==> config.mk <==
export PLATFORM = sky130hd
export DESIGN_NAME = twdl_stage_sched
export DESIGN_NICKNAME = d
export VERILOG_FILES = /design/src/rtl/twdl_stage_sched.sv
export SDC_FILE = /design/constraint.sdc
export NUM_CORES = 1
export LEC_CHECK = 0
export ABC_AREA = 1
export CORE_MARGIN = 2
export CORE_UTILIZATION = 58
export CTS_CLUSTER_SIZE = 10
export DETAILED_ROUTE_END_ITERATION = 8
export MAX_ROUTING_LAYER = met4
export PLACE_DENSITY = 0.84
export SYNTH_ARGS = -nofsm -noshare
export SYNTH_HDL_FRONTEND = slang
export SYNTH_SLANG_ARGS = --single-unit
==> constraint.sdc <==
create_clock -name clk -period 4 [get_ports clk]
set_input_delay 0.6 -clock clk [delete_from_list [all_inputs] [get_ports clk]]
set_output_delay 0.6 -clock clk [all_outputs]
set_load 0.02 [all_outputs]
==> src/rtl/twdl_stage_sched.sv <==
// Per-stage scheduler for the mixed-radix twiddle stage: latches a frame config, gates 5-lane beats
// (s_rdy high only in RUN, tw_in_val same cycle as accept) and holds done off until the twiddle pipe drains.
module twdl_stage_sched #(
  parameter int wCnt      = 12,
  parameter int DRAIN_CYC = 26,
  parameter int BYP_DRAIN = 1
) (
  input  logic            clk,
  input  logic            rst_n,
  input  logic            start,
  input  logic [2:0]      cfg_factor,
  input  logic [wCnt-1:0] cfg_len,
  input  logic [wCnt-1:0] cfg_bfly,
  input  logic [wCnt-1:0] cfg_blocks,
  input  logic            s_val,
  output logic            s_rdy,
  output logic            tw_in_val,
  output logic [wCnt-1:0] twdl_numrtr_1,
  output logic [wCnt-1:0] twdl_demontr,
  output logic [2:0]      factor,
  output logic            busy,
  output logic            done,
  output logic            err
);

  localparam logic [1:0] S_IDLE  = 2'd0;
  localparam logic [1:0] S_LOAD  = 2'd1;
  localparam logic [1:0] S_RUN   = 2'd2;
  localparam logic [1:0] S_DRAIN = 2'd3;

  localparam logic [wCnt-1:0] ONE     = wCnt'(1);
  localparam logic [wCnt-1:0] LEN_BYP = wCnt'(3);
  localparam logic [wCnt-1:0] DRN_N   = wCnt'(DRAIN_CYC - 1);
  localparam logic [wCnt-1:0] DRN_BYP = wCnt'(BYP_DRAIN - 1);

  logic [1:0]      r_state;
  logic [2:0]      r_fac_h;
  logic [wCnt-1:0] r_len_h;
  logic [wCnt-1:0] r_bfly_h;
  logic [wCnt-1:0] r_blk_h;
  logic [wCnt-1:0] r_bf_cnt;
  logic [wCnt-1:0] r_blk_cnt;
  logic [wCnt-1:0] r_drain_cnt;
  logic            r_s_rdy;
  logic            r_err;
  logic [wCnt-1:0] r_demontr;
  logic [2:0]      r_factor;

  logic [wCnt+2:0] w_prod;
  logic            w_cfg_ok;
  logic            w_accept;
  logic            w_bf_last;
  logic            w_blk_last;

  // wCnt+3 bits holds any wCnt x 3-bit product, so the equality test never aliases
  assign w_prod     = (wCnt+3)'(cfg_bfly) * (wCnt+3)'(cfg_factor);
  assign w_cfg_ok   = (cfg_factor >= 3'd2) && (cfg_factor <= 3'd5) &&
                      (|cfg_bfly) && (|cfg_blocks) && (|cfg_len) &&
                      (w_prod == {3'b000, cfg_len});
  assign w_accept   = s_val & r_s_rdy;
  assign w_bf_last  = (r_bf_cnt == r_bfly_h - ONE);
  assign w_blk_last = (r_blk_cnt == r_blk_h - ONE);

  assign s_rdy         = r_s_rdy;
  assign tw_in_val     = w_accept;
  assign twdl_numrtr_1 = r_bf_cnt;
  assign twdl_demontr  = r_demontr;
  assign factor        = r_factor;
  assign busy          = (r_state != S_IDLE);
  assign done          = (r_state == S_DRAIN) && (r_drain_cnt == '0);
  assign err           = r_err;

  always_ff @(posedge clk) begin
    if (!rst_n) begin
      r_state     <= S_IDLE;
      r_fac_h     <= '0;
      r_len_h     <= '0;
      r_bfly_h    <= '0;
      r_blk_h     <= '0;
      r_bf_cnt    <= '0;
      r_blk_cnt   <= '0;
      r_drain_cnt <= '0;
      r_s_rdy     <= 1'b0;
      r_err       <= 1'b0;
      r_demontr   <= '0;
      r_factor    <= '0;
    end else begin
      r_err <= 1'b0;
      case (r_state)
        S_IDLE: begin
          if (start) begin
            if (w_cfg_ok) begin
              r_fac_h  <= cfg_factor;
              r_len_h  <= cfg_len;
              r_bfly_h <= cfg_bfly;
              r_blk_h  <= cfg_blocks;
              r_state  <= S_LOAD;
            end else begin
              r_err <= 1'b1;
            end
          end
        end
        S_LOAD: begin
          r_demontr <= r_len_h;
          r_factor  <= r_fac_h;
          r_bf_cnt  <= '0;
          r_blk_cnt <= '0;
          r_s_rdy   <= 1'b1;
          r_state   <= S_RUN;
        end
        S_RUN: begin
          if (w_accept) begin
            if (w_bf_last) begin
              r_bf_cnt  <= '0;
              r_blk_cnt <= r_blk_cnt + ONE;
              if (w_blk_last) begin
                r_s_rdy     <= 1'b0;
                r_drain_cnt <= (r_len_h == LEN_BYP) ? DRN_BYP : DRN_N;
                r_state     <= S_DRAIN;
              end
            end else begin
              r_bf_cnt <= r_bf_cnt + ONE;
            end
          end
        end
        default: begin
          if (r_drain_cnt == '0) begin
            r_state <= S_IDLE;
          end else begin
            r_drain_cnt <= r_drain_cnt - ONE;
          end
        end
      endcase
    end
  end

endmodule

# Word-level counts from Yosys, hierarchy flattened
# Cells that the tools add are included.
[word_totals]
mem_bits_rw = 0
latch_bits = 0
n_memories = 0
romBits = 0
regBits = 94
in_bits = 43
output_inout_bits = 32
[op_classes]
n_mux = 24
reduce_logical = 22
mul = 1
div_mod_pow = 0
shifts = 0
n_eq_ne = 13
bitwise_logic = 2
magnitude_cmp = 2
n_addsub = 5
[ops]
columns = ["op", "count"]
rows = [
  ["2-to-1 mux 12 bit", 8],
  ["one-hot mux 12 bit (2 select lines)", 3],
  ["OR reduction 12 bit", 3],
  ["subtractor 12 x 1 -> 12 bit, second input constant", 3],
  ["adder 12 x 1 -> 12 bit, second input constant", 2],
  ["equality test 12 bit", 2],
  ["equality test 15 x 12 -> 1 bit", 1],
  ["multiplier 12 x 3 -> 15 bit", 1],
  ["equality test 12 x 2 -> 1 bit, second input constant", 1],
  ["logical NOT 12 bit", 1],
  ["2-to-1 mux 2 bit", 6],
  ["inequality test 2 bit, second input constant", 5],
  ["AND reduction 3 bit", 3],
  ["logical AND 1 bit", 6],
  ["one-hot mux 2 bit (3 select lines)", 1],
  ["AND reduction 6 bit", 1],
  ["2-to-1 mux 5 bit", 1],
  ["AND reduction 5 bit", 1],
  ["equality test 2 bit, second input constant", 2],
  ["2-to-1 mux 1 bit", 4],
  ["AND reduction 4 bit", 1],
  ["nonzero test 2 bit", 2],
  ["nonzero test 4 bit", 1],
  ["greater-or-equal comparator 3 x 2 -> 1 bit, second input constant", 1],
  ["other kinds (9)", 9],
]

# Longest topological paths before layout
# Gate-level depths: netlist (run 1).
[logic_depth]
depth_word = 9
mapped_depth = 24

# Worst setup path after synthesis (run 1)
# Ideal clock, no wire load.
[synth_timing]
path_kind = "input to register"
start = "input port cfg_factor[1]"
end = "register r_fac_h[0]"
t_arrival_ns = 3.323
path_stages = 18
path_buffers = 3
path_slack_ns = 0.567
setup_ns = 0.110
path_cell_list = "clkbuf_1 -> nand2_1 -> inv_1 -> fa_1 -> ha_1 -> fa_1 -> xnor2_1 -> nand3_1 -> a21oi_1 -> nand2_1 -> nor2_1 -> nand4_1 -> nor2_2 -> buf_4 -> buf_4 -> nand4_1 -> nand2_1 -> nor2_1"
[synth_via]
elab_chain_len = 7
word_cells_on_any_way = 10
[synth_rtl]
columns = ["item", "line", "source"]
rows = [
  ["start: declaration", "11", "input logic [2:0] cfg_factor,"],
  ["branches (longest 5 deep; another with multiplier 12 x 3 -> 15 bit)", "--", ""],
  ["logical AND 1 bit *", "58", "(|cfg_bfly) && (|cfg_blocks) && (|cfg_len) &&"],
  ["AND reduction 3 bit (no source line) *", "--", ""],
  ["end signal: assignment", "93", "r_fac_h <= cfg_factor;"],
  ["end: declaration", "37", "logic [2:0] r_fac_h;"],
]
# Every way passes the cells marked *.
# A chain may end at the register's enable or synchronous reset.

# Worst setup path after layout (run 1)
[layout_timing]
start = "input port cfg_factor[0]"
end = "register r_bfly_h[2]"
[layout_via]
elab_chain_len = 7
word_cells_on_any_way = 10
[layout_rtl]
columns = ["item", "line", "source"]
rows = [
  ["branches (longest 5 deep; another with multiplier 12 x 3 -> 15 bit)", "--", ""],
  ["logical AND 1 bit *", "58", ""],
  ["AND reduction 3 bit (no source line) *", "--", ""],
  ["end signal: assignment", "95", "r_bfly_h <= cfg_bfly;"],
  ["end: declaration", "39", "logic [wCnt-1:0] r_bfly_h;"],
]
# Marked as above.

==> metrics, run 1 <==
Crit. End Element=flop; Rows=40; Syn Nets=1,230; crit share post-route=0.9489; CP max stage delay=0.60 ns; CP most frequent cell=nand2_1; Synth Warn #=0; register area=around 1900 sq um; Reg clk slew, reported paths=0.07 ns; Placer Congestion=0.8872; CTS tree=done; vias per cell=~5.2; flop and latch count out of synthesis=94; largest delay contributor family on the critical path=adder cells; worst hold start=r_drain_cnt[1]; port buffer count=between 70 and 80; number of antenna violations at the first check in global routing=0; Final Max Tran Viols=0; Overflow after GRT=0; final cell count without fillers=1,370; Routed Antenna Nets=0; CP Data Required Time=approximately 4.3 ns; CTS Hold Bufs=0; status=finished clean; n_diodes=0; aggregate global-route resource usage=0.2727; number of synthesized flops with an enable pin=0; CTS max path bufs=2; Slew Limit Headroom=0.4038; WP data arrival=4.08 ns; largest net degree at the start of global routing=43; Die Width=113.5 um; Post-Syn Area=6957 sq um; Final Hold Fails=0; vias in the first global route=6,310; sequential area share after synthesis=0.2705; post-route setup TNS=0 ns; cell area power density=269.2 nW/um^2; Worst Max-Slew Pin Slew=0.8943 ns; Iter 0 DRT Violations=450; clock skew=around 0.010 ns; reg2reg setup slack=1.10 ns; most common flop cell mapped by yosys=dfxtp_1; IO Count=75; Synth async-reset ratio=0; DRT Pass-1 Iters=7; Avg Inst Size Synth=6.034 sq um; first-pass GRT wire length=28.12 mm; Hold Path Stages=2; crit path max fanout=39; fillers=1,077; Final min period=3.796 ns; FMAX=263.5 MHz; Area Overhead vs Synth=17.68%; wirelength, routed=16.77 mm; clock root buffer master=clkbuf_16; worst min path class=flop to flop; WL per Instance=12.24 um; Worst VDD drop=0.2236 mV; DRC errors left=0; Initial Util=0.5865; area of the multi-input gates=4075 sq um; total number of vias=around 7,000; post-synthesis cell count=between 1,000 and 1,500; Skew-Pair Late Insertion Delay=0.35 ns; Die H=approximately 110 um; Setup Viol. Count Final=0; clock sinks=94; worst reg2reg path depth=10; RSZ-0062 raised after global routing=false; post-synthesis cell type count=34; cts bufs inserted=9; Worst Hold Path EP=r_drain_cnt[1]; Worst path slowest cell=clkdlybuf4s50_1; Startpoint Class=input port; Post-Place Cells=1,354; Max Cap Violations=0; WP buf/inv=4; crit-path cells=clkdlybuf4s50_1 -> nand2_1 -> inv_1 -> fa_1 -> ha_1 -> fa_1 -> xnor2_1 -> nand3_1 -> a21oi_1 -> nand2_1 -> nor2_1 -> nand4_1 -> nor2_2 -> nand3_2 -> buf_12 -> nand2_1 -> inv_1 -> nor2_1; FF-to-FF End=r_blk_cnt[3]; total number of H-tree levels=3; DPL Wire Length=12.64 mm; layout cells sized above 1=0.04170; R2R Path Start=r_state[1]; Leak Pwr=between 0.004 and 0.005 uW; die area=12,890 sq um; Critical Setup Path Class=input port to flop; Core Footprint=11,860 sq um; Final Net Count=1,295
how the worst max path moves through the flow:
stage / startpoint / end / slack [ns] / cells after the start
CTS: cfg_factor[2] / r_bfly_h[2] / 0.17 / 18
global route: cfg_factor[0] / r_bfly_h[2] / 0.01 / 21
floorplan: cfg_factor[1] / r_fac_h[0] / 0.57 / 18
finish: cfg_factor[0] / r_bfly_h[2] / 0.20 / 18
detailed placement: cfg_factor[2] / r_len_h[7] / -0.13 / 17
global placement: cfg_factor[1] / r_len_h[4] / -0.04 / 17
area by class of cell:
class,instances,share of cell area
multi-input cells,803,0.4978
flip-flops and latches,94,0.2299
repair buffers,98,0.1155
inverters,212,0.09720
clock buffers,10,0.02797
well taps,147,0.02247
clock inverters,6,0.009170
cell families after synthesis:
kind of cell               count (synthesis)  share of synthesized area
and+or+nand+nor                          634                     0.3856
buffers and inverters                    256                     0.1437
DFF                                       94                     0.2705
AOI/OAI and AO/OA                         85                    0.06421
xor gates and xnor gates                  50                    0.06295
adders and majority gates                 34                    0.07302
per-layer routing:
metal  up-vias  track usage  wire length [um]
li1       3680            -                 -
met1      3160       0.3384              7720
met2       201       0.4579              7847
met3        28      0.03454               836
met4         0      0.09919               369
met5         -            -                 0
synthesized netlist by cell type, types with 5 or more instances:
cell      instances  area share
a21oi_1          50       0.036
buf_1             8      0.0043
buf_2             7      0.0050
clkbuf_1         23       0.012
dfxtp_1          94        0.27
fa_1             11       0.032
ha_1             23       0.041
inv_1           209        0.11
nand2_1         337        0.18
nand3_1          63       0.045
nand4_1          56       0.050
nor2_1          145       0.078
nor3_1           14       0.010
nor4_1            5      0.0045
o21ai_0          28       0.020
xnor2_1          20       0.025
xor2_1           30       0.038
where the power goes:
part / total (uW) / switching, uW / leakage (uW) / internal [uW]
combinational: 382 / 217 / 0.00323 / 165
sequential: 939 / 1.45 / 0.000757 / 938
clock: 882 / 386 / 0.000146 / 496
placed cells by master, fill, tap and decap left out, types with 2 or more instances in the layout:
| cell type | count |
|---|---|
| nand2_1 | 337 |
| inv_1 | 209 |
| nor2_1 | 145 |
| dfxtp_1 | 94 |
| clkdlybuf4s50_1 | 71 |
| nand3_1 | 63 |
| nand4_1 | 56 |
| a21oi_1 | 50 |
| xor2_1 | 30 |
| o21ai_0 | 28 |
| ha_1 | 23 |
| buf_4 | 22 |
| xnor2_1 | 20 |
| nor3_1 | 14 |
| fa_1 | 11 |
| clkbuf_16 | 9 |
| nor4_1 | 5 |
| nor2_2 | 4 |
| nand3b_1 | 4 |
| inv_2 | 3 |
| inv_6 | 3 |
| nand3_2 | 2 |
| dlymetal6s2s_1 | 2 |
| buf_12 | 2 |
registers in the layout (all words and copies together), names as in the netlist:
signal,flops
r_bfly_h,12
r_blk_cnt,12
r_blk_h,12
r_drain_cnt,12
r_len_h,12
twdl_demontr,12
twdl_numrtr_1,12
factor,3
r_fac_h,3
r_state,2
err,1
s_rdy,1
metrics by stage:
step | total power, uW | setup slack, ns | area (sq um) | util | hold slack [ns]
finish | 2204 | 0.2044 | 8187 | 0.6902 | 0.4848
global route | 2307 | 0.01495 | 8187 | 0.6902 | 0.5115
CTS | 2219 | 0.1685 | 8182 | 0.6898 | 0.4856
detailed placement | 1339 | -0.1282 | 7878 | 0.6641 | 0.4753
global placement | 1332 | -0.04500 | 7878 | 0.6641 | 0.4696
floorplan | 1199 | 0.5668 | 6957 | - | 0.4302
worst register-to-register path, cell delays in order (launching register included):
cell     delay [ns]
dfxtp_1        0.34
inv_1          0.08
ha_1           0.74
inv_1          0.18
nor2_1         0.17
nor2_1         0.08
inv_1          0.22
nand2_1        0.32
inv_2          0.43
nand3_1        0.12
a21oi_1        0.16
timing repair:
action,4_1_cts,5_1_grt
gates resized for setup,0,2
setup endpoints to repair,0,33
buffers inserted,0,0
hold endpoints to repair,0,0
Power figures use the tool's default switching activity.
==> run 2, diff against run 1 <==
--- a/config.mk
+++ b/config.mk
@@ -7,11 +7,12 @@
 export LEC_CHECK = 0
 export ABC_AREA = 1
 export CORE_MARGIN = 2
-export CORE_UTILIZATION = 58
+export CORE_UTILIZATION = 59
+export CTS_BUF_LIST = sky130_fd_sc_hd__clkbuf_2 sky130_fd_sc_hd__clkbuf_4 sky130_fd_sc_hd__clkbuf_8
 export CTS_CLUSTER_SIZE = 10
 export DETAILED_ROUTE_END_ITERATION = 8
 export MAX_ROUTING_LAYER = met4
-export PLACE_DENSITY = 0.84
+export PLACE_DENSITY = 0.85
 export SYNTH_ARGS = -nofsm -noshare
 export SYNTH_HDL_FRONTEND = slang
 export SYNTH_SLANG_ARGS = --single-unit
==> run 2 against run 1 <==
Net effect: clock power shrank 28%; worst setup slack gained 0.061 ns; worst hold slack gained 0.0041 ns; clock skew grew 0.0053 ns; first-iteration DRC count grew 8.4%; critical path depth grew 2; via count grew 0.20%; maximum frequency grew 1.6%; total power shrank 11%; core utilization grew 1.4 points.
==> metrics, run 2 (synthesized netlist as in run 1, its figures left out) <==
Die Width=112.6 um (-0.82%); crit path max fanout=16 (-59%); Placer Congestion=0.8993 (+1.4%); Final Max Tran Viols=0 (unchanged); CTS Hold Bufs=0 (unchanged); total number of H-tree levels=3 (unchanged); Startpoint Class=input port; RSZ-0062 raised after global routing=true; largest net degree at the start of global routing=43 (unchanged); clock skew=0.01532 ns (+0.005344 ns); leading cell type in the layout, fill and taps excluded=nand2_1; aggregate global-route resource usage=0.2821 (+0.009410); sequential share of power=0.479 (+0.053); Max Cap Violations=0 (unchanged); sw frac=0.3131 (+0.03854); Worst Max-Slew Pin Slew=1.043 ns (+0.1485 ns); Overflow after GRT=0 (unchanged); Rows=39 (-2.5%); Worst VDD drop=0.1887 mV (-16%); wirelength, routed=16.92 mm (+0.86%); n_diodes=0 (unchanged); WL per Instance=12.37 um (+1.0%); power share of the combinational group=0.196 (+0.023); layout cells sized above 1=0.04490 (+0.003197); status=finished clean; clock share of power=0.325 (-0.075); crit share post-route=0.9338 (-0.01513); Reg clk slew, reported paths=0.11 ns (+0.04 ns); internal power=1347 uW (-16%); Crit. End Element=flop; Final min period=3.735 ns (-0.06051 ns); Critical Setup Path Class=input port to flop; Routed Antenna Nets=0 (unchanged); worst hold start=r_drain_cnt[1]; CP Data Required Time=4.30 ns (+0.02 ns); post-route setup TNS=0 ns (unchanged); WP data arrival=4.03 ns (-0.05 ns); vias per cell=5.178 (+0.34%); Die H=112.6 um (-0.82%); postcts setup bufs=0 (unchanged); leading cell types in the layout, fill and taps excluded=nand2_1 (337), inv_1 (209), nor2_1 (144); Leak Pwr=0.004073 uW (-1.4%); Slew Limit Headroom=0.3026 (-0.1012); Initial Util=0.6067 (+0.02016); port buffer count=74 (unchanged); Final Net Count=1,297 (+0.15%); Setup Viol. Count Final=0 (unchanged); total number of vias=7,083 (+0.20%); Area Overhead vs Synth=16.08%; fillers=996 (-7.5%); P_sw=614.0 uW (+1.5%); Core Footprint=11,470 sq um (-3.3%); number of antenna violations at the first check in global routing=0 (unchanged); R2R Path Start=r_state[1]; Iter 0 DRT Violations=488 (+8.4%); worst min path class=flop to flop; crit path from=cfg_factor[2]; post-cts resize count=0 (unchanged); first-pass GRT wire length=29.41 mm (+4.6%); hold slack=0.4889 ns (+0.004097 ns); DRT Pass-1 Iters=5 (-2); clock root buffer master=clkbuf_8; CTS tree=done; CTS max path bufs=2 (unchanged); Skew-Pair Late Insertion Delay=0.37 ns (+0.02 ns); IO Count=75 (unchanged); vias in the first global route=6,604 (+4.7%); Final Hold Fails=0 (unchanged); DRC errors left=0 (unchanged); cell area power density=242.8 nW/um^2 (-9.8%); die area=12,680 sq um (-1.6%); cts bufs inserted=9 (unchanged); FMAX=267.7 MHz (+1.6%); DPL Wire Length=12.96 mm (+2.5%); clock sinks=94 (unchanged)
## run 2: changes by cell type in the layout (fill, tap and decap cells not counted), moves of 2 or more
| cell | delta |
|---|---|
| clkbuf_16 | -9 |
| clkinv_8 | +2 |
| inv_6 | -2 |
| buf_4 | +3 |
| clkbuf_8 | +9 |
| buf_12 | -2 |
## run 2: path summary, 6_finish.rpt
path | cells past startpoint | slack [ns] | endpoint
worst max register to register | 11 | 0.97 | r_blk_cnt[2]
worst min-delay path | 2 | 0.49 | r_drain_cnt[1]
worst min register to register | 2 | 0.49 | r_drain_cnt[1]
worst max-delay path | 20 | 0.26 | r_blk_h[11]
## run 2: routing by layer
layer,global-route usage,wire [um]
met1,0.3613,7611
met2,0.4715,8012
met3,0.03564,1058
met4,0.07724,235
met5,-,0
## run 2: area by class of cell
class | count | area, sq um | share of cell area
inverters | 212 | 795.8 | 0.09854
clock buffers | 9 | 123.9 | 0.01534
repair buffers | 100 | 937.1 | 0.1161
clock inverters | 7 | 80.08 | 0.009916
flip-flops and latches | 94 | 1882 | 0.2330
well taps | 143 | 178.9 | 0.02216
multi-input cells | 803 | 4078 | 0.5050
## run 2: stage by stage
| stage | area [sq um] | setup WS, ns | power (uW) | util | instances |
|---|---|---|---|---|---|
| floorplan | 6957 | 0.5668 | 1199 | - | 1153 |
| global placement | 7863 | -0.0001665 | 1330 | 0.6857 | 1352 |
| detailed placement | 7863 | -0.05986 | 1338 | 0.6857 | 1352 |
| CTS | 8066 | 0.2769 | 1966 | 0.7034 | 1368 |
| global route | 8075 | -0.005477 | 2055 | 0.7042 | 1368 |
| finish | 8075 | 0.2649 | 1961 | 0.7042 | 1368 |
## run 2: power groups by stage
stage | Sequential, uW | Clock [uW] | Combinational (uW)
6_report | 939 | 638 | 384
5_1_grt | 940 | 684 | 432
4_1_cts | 939 | 647 | 380
3_5_place_dp | 961 | 0 | 377
3_3_place_gp | 961 | 0 | 369
2_1_floorplan | 963 | 0 | 236
## run 2: worst max-delay path: stages
cell and delay [ns]:
clkdlybuf4s50_1 0.55, buf_4 0.20, nand2_1 0.09, fa_1 0.55
inv_1 0.05, ha_1 0.33, a21oi_1 0.26, nor2_1 0.07
nor2_1 0.15, nand3_1 0.09, nand2_1 0.09, nand2_1 0.05
nor2_1 0.10, nand2_1 0.09, nor2_2 0.18, nand3_2 0.12
buf_4 0.25, nand2_1 0.07, inv_1 0.04, nor2_1 0.10
==> run 3, diff against run 2 <==
==> constraint.sdc (replaced) <==
create_clock -name clk -period 4 [get_ports clk]
set_input_delay 0.4 -clock clk [delete_from_list [all_inputs] [get_ports clk]]
set_output_delay 0.4 -clock clk [all_outputs]
set_load 0.02 [all_outputs]
==> run 3 against run 2 <==
Net effect: sequential share of layout area grew 0.26 points; worst setup slack improved by 0.20 ns; critical path type unchanged; count of clock-buffer cells in the layout did not move; clock power down 0.9%.
==> metrics, run 3 (synthesized netlist as in run 1, its figures left out) <==
dpl ws=0.1072 ns (+0.1671 ns); placed instance area=7795 sq um (-0.86%); crit-path cells=clkdlybuf4s50_1 -> buf_4 -> buf_4 -> nand2_1 -> fa_1 -> inv_1 -> ha_1 -> nand2_1 -> inv_1 -> a21oi_1 -> nand3_1 -> nand2_1 -> nand2_1 -> nand2_1 -> nand4_1 -> nor2_2 -> buf_4 -> nand4_1 -> nand2_1 -> nor2_1; vias in the first global route=6,466 (-2.1%); fillers=1,029 (+3.3%); DPL Wire Length=12.79 mm (-1.3%); crit share post-route=0.8839 (-0.04984); Slew Limit Headroom=0.3207 (+0.01808); met3 wire len=947 um (-10%); Worst Max-Slew Pin Slew=1.016 ns (-0.02704 ns); power share of the combinational group=0.188 (-0.008); Final min period=3.536 ns (-0.1994 ns); WL per Instance=12.37 um (about the same); port buffer count=74 (unchanged); M1 wire length=7.700 mm (+1.2%); CTS tree=done; DRC errors left=0 (unchanged); Final Max Tran Viols=0 (unchanged); Final Hold Fails=0 (unchanged); sw frac=0.3142 (+0.001108); final worst setup slack=0.4642 ns (+0.1994 ns); crit path max fanout=23 (+7); P_sw=608.1 uW (-0.95%); aggregate global-route resource usage=0.2790 (-0.003085); CP max stage delay=0.54 ns (about the same); Reg clk slew, reported paths=0.11 ns (about the same); WP data arrival=3.83 ns (-0.20 ns); CP most frequent cell=nand2_1; Die H=112.6 um (unchanged); Startpoint Class=input port; DRT Pass-1 Iters=5 (unchanged); IO Count=75 (unchanged); die area=12,680 sq um (unchanged); largest net degree at the start of global routing=45 (+4.7%); Worst VDD drop=0.2223 mV (+18%); Critical Setup Path Class=input port to flop; clock share of power=0.327 (+0.002); first-pass GRT wire length=28.70 mm (-2.4%); top routing layer in use=met4; Iter 0 DRT Violations=451 (-7.6%); vias per cell=5.178 (about the same); cts bufs inserted=9 (unchanged); clock root buffer master=clkbuf_8; Crit. End Element=flop; Final Net Count=1,288 (-0.69%); Max Cap Violations=0 (unchanged); clock skew=0.02024 ns (+0.004919 ns); Leak Pwr=0.004016 uW (-1.4%); Rows=39 (unchanged); wirelength, routed=16.82 mm (-0.59%); n_diodes=0 (unchanged); layout cells sized above 1=0.03701 (-0.007891); status=finished clean; sequential share of power=0.485 (+0.006); Routed Antenna Nets=0 (unchanged); CTS Hold Bufs=0 (unchanged); met2 WL=7.843 mm (-2.1%); cell area power density=242.4 nW/um^2 (-0.19%); leading cell type in the layout, fill and taps excluded=nand2_1; Die Width=112.6 um (unchanged); Setup Viol. Count Final=0 (unchanged); Skew-Pair Late Insertion Delay=0.40 ns (+0.03 ns); clock sinks=94 (unchanged); Core Footprint=11,470 sq um (unchanged); Area Overhead vs Synth=14.78%; CTS max path bufs=2 (unchanged); Placer Congestion=0.9305 (+3.5%); post-route setup TNS=0 ns (unchanged); postcts setup bufs=0 (unchanged); leading cell types in the layout, fill and taps excluded=nand2_1 (337), inv_1 (209), nor2_1 (145); number of antenna violations at the first check in global routing=0 (unchanged); Initial Util=0.6067 (unchanged); Overflow after GRT=0 (unchanged); total number of vias=7,037 (-0.65%); internal power=1327 uW (-1.5%); Worst path slowest cell=clkdlybuf4s50_1; total number of H-tree levels=3 (unchanged); FMAX=282.8 MHz (+5.6%); Final Cell Area=7985 sq um (-1.1%); worst min path class=flop to flop; CP Data Required Time=4.29 ns (about the same); RSZ-0062 raised after global routing=false; post-cts resize count=0 (unchanged); hold slack=0.4824 ns (-0.006491 ns)
-- run 3: cell types whose count changed in the layout (fill, tap and decap cells not counted) --
cell	before	now
nor2_2	5	4
clkinv_4	1	0
clkinv_8	2	1
inv_6	1	3
clkdlybuf4s50_1	72	73
inv_8	2	1
buf_4	25	17
buf_6	1	0
dlymetal6s2s_1	1	0
nor2_1	144	145
clkinv_2	0	1
-- run 3: critical path: cells and delay by family --
kind / cells / cell delay [ns]
AOI/OAI and AO/OA: 1 / 0.20
adders and majority gates: 2 / 0.89
buffers and inverters: 6 / 1.26
and+or+nand+nor: 11 / 1.11
-- run 3: cell type report --
type / instances / area [sq um] / share of cell area
clock buffers: 9 / 123.9 / 0.01551
multi-input cells: 803 / 4075 / 0.5103
inverters: 212 / 795.8 / 0.09966
well taps: 143 / 178.9 / 0.02241
flip-flops and latches: 94 / 1882 / 0.2357
repair buffers: 91 / 863.3 / 0.1081
clock inverters: 7 / 66.31 / 0.008305
-- run 3: routing by layer --
metal / global-route usage / up-vias
met5: - / -
met4: 0.08618 / 0
met3: 0.04536 / 26
met2: 0.4687 / 195
met1: 0.3447 / 3148
li1: - / 3668
-- run 3: worst paths after layout --
kind                 startpoint              end  slack [ns]  cells past startpoint
setup reg to reg     r_state[1]     r_blk_cnt[5]        0.85                     11
hold / removal       r_len_h[3]  twdl_demontr[3]        0.48                      2
setup / recovery  cfg_factor[1]      r_bfly_h[1]        0.46                     20
hold reg to reg      r_len_h[3]  twdl_demontr[3]        0.48                      2
-- run 3: stage by stage --
stage	power (uW)	util	std cells
floorplan	1199	-	1153
global placement	1314	0.6798	1343
detailed placement	1320	0.6798	1343
CTS	1942	0.6963	1359
global route	2027	0.6963	1359
finish	1936	0.6963	1359
-- run 3: power groups by stage --
stage	logic (uW)	clock network [uW]	registers (uW)
2_1_floorplan	236	0	963
3_3_place_gp	353	0	961
3_5_place_dp	359	0	961
4_1_cts	361	642	939
5_1_grt	411	676	940
6_report	364	632	939
